File: config.mk
export PLATFORM = sky130hd
export DESIGN_NAME = mouse_pos_tracker
export DESIGN_NICKNAME = d
export VERILOG_FILES = /design/src/rtl/mouse_pos_tracker.sv
export SDC_FILE = /design/constraint.sdc
export NUM_CORES = 1
export LEC_CHECK = 0
export CAP_MARGIN = 20
export CORE_ASPECT_RATIO = 1.1
export CORE_MARGIN = 2
export CORE_UTILIZATION = 55
export DETAILED_ROUTE_END_ITERATION = 16
export PLACE_DENSITY = 0.8
export SYNTH_ARGS = -nofsm -noshare
export SYNTH_HDL_FRONTEND = slang
export SYNTH_SLANG_ARGS = --single-unit
File: constraint.sdc
create_clock -name clk -period 4.6 [get_ports clk]
set_clock_uncertainty 0.2 [all_clocks]
set_input_delay 0.46 -clock clk [delete_from_list [all_inputs] [get_ports clk]]
set_output_delay 0.46 -clock clk [all_outputs]
set_load 0.01 [all_outputs]
File: src/rtl/mouse_pos_tracker.sv
// Cursor position tracker: accumulates signed mouse deltas into a clamped
// 12-bit X/Y position. Limits and position can be forced at any time.
module mouse_pos_tracker #(
  parameter int unsigned DEF_MAX_X = 1019,
  parameter int unsigned DEF_MAX_Y = 763
) (
  input  logic        clk,
  input  logic        rst,
  input  logic [11:0] value,
  input  logic        setmax_x,
  input  logic        setmax_y,
  input  logic        setmin_x,
  input  logic        setmin_y,
  input  logic        set_x,
  input  logic        set_y,
  input  logic        move_valid,
  input  logic [8:0]  dx,
  input  logic [8:0]  dy,
  output logic        ready,
  output logic [11:0] xpos,
  output logic [11:0] ypos,
  output logic        pos_valid
);

  typedef enum logic [1:0] {IDLE, SUM, CLAMP, RECLAMP} state_t;

  localparam logic [11:0] RST_MAX_X = 12'(DEF_MAX_X);
  localparam logic [11:0] RST_MAX_Y = 12'(DEF_MAX_Y);
  localparam logic [11:0] RST_X     = 12'(DEF_MAX_X / 2);
  localparam logic [11:0] RST_Y     = 12'(DEF_MAX_Y / 2);

  state_t state, state_nxt;

  logic [11:0] max_x, max_y, min_x, min_y;
  logic [11:0] eff_max_x, eff_max_y, eff_min_x, eff_min_y;
  logic [8:0]  dx_q, dy_q;
  logic signed [13:0] sx_q, sy_q;
  logic        lim_pend;
  logic        any_lim, any_set, mv_take;

  assign any_lim = setmax_x | setmax_y | setmin_x | setmin_y;
  assign any_set = set_x | set_y;
  assign mv_take = move_valid && ready && !any_set;

  // Limits as they will be after this edge, so a same-cycle strobe is honoured
  // by CLAMP, RECLAMP and set_x/set_y without a follow-up RECLAMP.
  assign eff_max_x = setmax_x ? value : max_x;
  assign eff_max_y = setmax_y ? value : max_y;
  assign eff_min_x = setmin_x ? value : min_x;
  assign eff_min_y = setmin_y ? value : min_y;

  // Sums are 14 bits wide so xpos+dx can never wrap before clamping.
  function automatic logic [11:0] clamp(input logic signed [13:0] s,
                                        input logic [11:0] lo,
                                        input logic [11:0] hi);
    if ((s < $signed({2'b00, lo})) || (lo > hi)) return lo;
    else if (s > $signed({2'b00, hi}))           return hi;
    else                                         return s[11:0];
  endfunction

  always_ff @(posedge clk) begin
    if (rst) state <= IDLE;
    else     state <= state_nxt;
  end

  always_comb begin
    state_nxt = state;
    if (any_set) begin
      state_nxt = IDLE;
    end else begin
      unique case (state)
        IDLE:    if (mv_take)       state_nxt = SUM;
                 else if (lim_pend) state_nxt = RECLAMP;
        SUM:     state_nxt = CLAMP;
        CLAMP:   state_nxt = IDLE;
        RECLAMP: state_nxt = IDLE;
        default: state_nxt = IDLE;
      endcase
    end
  end

  always_comb begin
    ready = (state == IDLE);
  end

  always_ff @(posedge clk) begin
    if (rst) begin
      max_x     <= RST_MAX_X;
      max_y     <= RST_MAX_Y;
      min_x     <= '0;
      min_y     <= '0;
      xpos      <= RST_X;
      ypos      <= RST_Y;
      dx_q      <= '0;
      dy_q      <= '0;
      sx_q      <= '0;
      sy_q      <= '0;
      lim_pend  <= 1'b0;
      pos_valid <= 1'b0;
    end else begin
      max_x <= eff_max_x;
      max_y <= eff_max_y;
      min_x <= eff_min_x;
      min_y <= eff_min_y;

      // Only strobes seen while idle need a RECLAMP; an in-flight move's
      // CLAMP already applies them.
      lim_pend  <= any_lim && (state == IDLE) && !mv_take && !any_set;
      pos_valid <= any_set || (state == CLAMP) || (state == RECLAMP);

      if (mv_take) begin
        dx_q <= dx;
        dy_q <= dy;
      end

      if (state == SUM) begin
        sx_q <= $signed({2'b00, xpos}) + $signed({{5{dx_q[8]}}, dx_q});
        sy_q <= $signed({2'b00, ypos}) - $signed({{5{dy_q[8]}}, dy_q});
      end

      if (set_x)
        xpos <= clamp($signed({2'b00, value}), eff_min_x, eff_max_x);
      else if (!any_set && state == CLAMP)
        xpos <= clamp(sx_q, eff_min_x, eff_max_x);
      else if (!any_set && state == RECLAMP)
        xpos <= clamp($signed({2'b00, xpos}), eff_min_x, eff_max_x);

      if (set_y)
        ypos <= clamp($signed({2'b00, value}), eff_min_y, eff_max_y);
      else if (!any_set && state == CLAMP)
        ypos <= clamp(sy_q, eff_min_y, eff_max_y);
      else if (!any_set && state == RECLAMP)
        ypos <= clamp($signed({2'b00, ypos}), eff_min_y, eff_max_y);
    end
  end

endmodule

==> results of run 1 <==
## how the worst max path moves through the flow
stage,from,to,slack [ns],depth (start not counted)
after floorplan,setmin_x,xpos[2],0.62,14
after global placement,setmax_x,xpos[8],0.30,12
after detailed placement,setmin_x,xpos[6],0.21,14
after CTS,setmin_x,xpos[6],0.63,14
after global routing,setmin_x,xpos[3],0.33,14
final,setmax_y,ypos[8],0.54,14
## synth_stat cells, drive strengths merged, types with 25 or more instances
cell type / number
dfxtp: 122
o21ai: 51
inv: 91
mux2: 29
nand4: 31
nand2: 106
clkbuf: 28
o211ai: 25
a21oi: 96
ha: 188
nor2: 91
mux2i: 64
## cell type report
class	count	share of cell area
multi-input combinational	968	0.6012
sequential	122	0.1973
timing repair buffer	145	0.1028
clock buffer	17	0.03436
inverter	91	0.02759
tap	243	0.02456
clock inverter	15	0.01223
## power groups by stage
stage                     sequential, mW  clock (mW)  combinational (mW)
final                               1.20        1.36                1.25
after CTS                           1.20        1.36                1.21
after global placement              1.22           0                1.16
after detailed placement            1.22           0                1.20
after floorplan                     1.20           0               0.790
after global routing                1.21        1.41                1.37
## sequential cells by signal, indices dropped and copies added (netlist names)
name	flops
dx_q	9
dy_q	9
lim_pend	1
max_x	12
max_y	12
min_x	12
min_y	12
pos_valid	1
state	2
sx_q	14
sy_q	14
xpos	12
ypos	12
## routing by layer
layer	GRT usage	vias to the layer above	wire length, µm
li1	-	4852	-
met1	0.4482	4834	14020
met2	0.5221	506	14630
met3	0.06101	109	2988
met4	0.1422	0	1316
met5	0	-	0
## worst max-delay path, stage by stage
cell and delay (ns):
clkdlybuf4s50_1 0.54, buf_4 0.24, mux2_2 0.40, inv_1 0.21, ha_1 0.19, nor2b_1 0.15, o211ai_1 0.10, a211o_1 0.26
a31oi_1 0.42, buf_4 0.28, nor2_1 0.06, a2111oi_0 0.63, a311oi_1 0.13, o211ai_1 0.13
## per-stage QoR
step / hold slack (ns) / setup slack [ns]
floorplan: 0.2343 / 0.6225
global route: 0.2762 / 0.3323
global placement: 0.2471 / 0.2982
CTS: 0.2615 / 0.6277
detailed placement: 0.2524 / 0.2125
finish: 0.2604 / 0.5380
## logic make-up after synthesis
kind of cell | after synthesis | synth area share
compound gates | 334 | 0.2257
xor+xnor | 4 | 0.003359
fa+ha+maj | 190 | 0.2294
buf+inv | 141 | 0.05303
flops | 122 | 0.2342
mux | 93 | 0.09275
simple gates | 347 | 0.1615
==> reports/results.ini, run 1 <==
[outcome]
status=complete, no violations

[yosys]
synth.area.top_cells=dfxtp_1 (23%), ha_1 (23%), mux2i_1 (6.1%)
synthCells=1231
synth-edff-count=0
yosysUniqueCellTypes=75
synth-seq-area-share=0.2342
synth_nets=1460
synth-seq-cells=122
yosysWarnings=0
synth_top_area_share=0.2342
yosys.area.top_type=dfxtp_1
async_reset_ff_frac=0
syn_area_um2=10430
ys.flop_type=dfxtp_1
synth.avg_cell_area_um2=8.471

[cts]
clock_sinks=122
clockBufferDepth=2
clkSlewWorstSetupHoldPaths_ns=0.07
clk_latency_ns=0.44
cts_resized=0
cts_made_buffers=17
hold_buffers=0
cts.htree.levels=4
cts-root-buf=clkbuf_16
post_cts_buffers=0
cts_tree=built

[cells_and_area]
final_common_cell=ha_1
diodes=0
drive_gt1_frac=0.1281
fillers=1509
multi_input_area_um2=7442
nNetsFinal=1574
fin_util=0.6700
final_area_um2=12380
regArea_um2=2442
final_cells=1601
syn2layout_area_growth_pct=18.72
final_cell_mix=ha_1 (188), dfxtp_1 (122), nand2_1 (106)

[sta]
post-route-period-util=0.8830
hold_viol_final=0
setup_tns_ns=0
drv_slew=0
setup_viol=0
rsz0062_at_grt=false
period_minus_slack_ns=4.062
max_freq_ghz=0.2462
worstMarginPinSlew_ns=1.027
slew_headroom=0.3081

[worst_setup_path]
reg2reg_to=ypos[3]
worstPathRequired_ns=4.75
reg2regPathDepth=12
critical_path_class=in -> reg
end_kind=flop
critPathLaunchType=input port
reg2reg_slack_ns=0.94
cp.arrival_ns=4.21
rr_startpoint=max_y[9]
worst-path-max-fanout=10

[die]
die-area_um2=20080
core_region_area_um2=18480
dieWidth_um=135.3
die_height_um=148.4
io_pins=65
rows=52
initial_core_util=0.5643

[drt]
firstDrtPassIters=6
dr.first_iter.drc_count=1181
drcViolationCount=0
wire_per_inst_um=20.58
vias_per_cell=6.434
routed_wl_um=32950
num_vias=10300
ant_nets=0

[placement]
place.gp.congestion=0.9676
dp_cells=1568
dp_hpwl_um=25020
placed_area_um2=11790
port_buffers=64

[pwr]
switching_share=0.3618
seqPwrFrac=0.316
p_per_area_nw_per_um2=307.6
leakagePower_nw=5.548
p_switching_mw=1.378
p_clk_frac=0.357
combPwrFrac=0.328
cellInternalPower_mw=2.430
ir_worst_vdd_v=0.0002848
total_power_mw=3.808

[global_routing]
grt_pass1_wl_um=52080
grt_pass1_vias=9837
grt_antenna_before_repair=0
grt_max_degree=37
grt_usage=0.3326
grt-ovfl-total=0

[worst_hold_path]
hp-start=dy_q[7]
hold_path_end=dy_q[7]
hp-class=reg -> reg
holdPathStages=2

[run]
maxCapViolCount=0

Note: power is estimated with default switching activity, not from simulation.
==> run 2: changes to the inputs <==
--- a/config.mk
+++ b/config.mk
@@ -9,6 +9,7 @@
 export CORE_ASPECT_RATIO = 1.1
 export CORE_MARGIN = 2
 export CORE_UTILIZATION = 55
+export CTS_CLUSTER_DIAMETER = 200
 export DETAILED_ROUTE_END_ITERATION = 16
 export PLACE_DENSITY = 0.8
 export SYNTH_ARGS = -nofsm -noshare
==> results of run 2 <==
No change in the layout: final DEF, timing and power equal those of run 1.
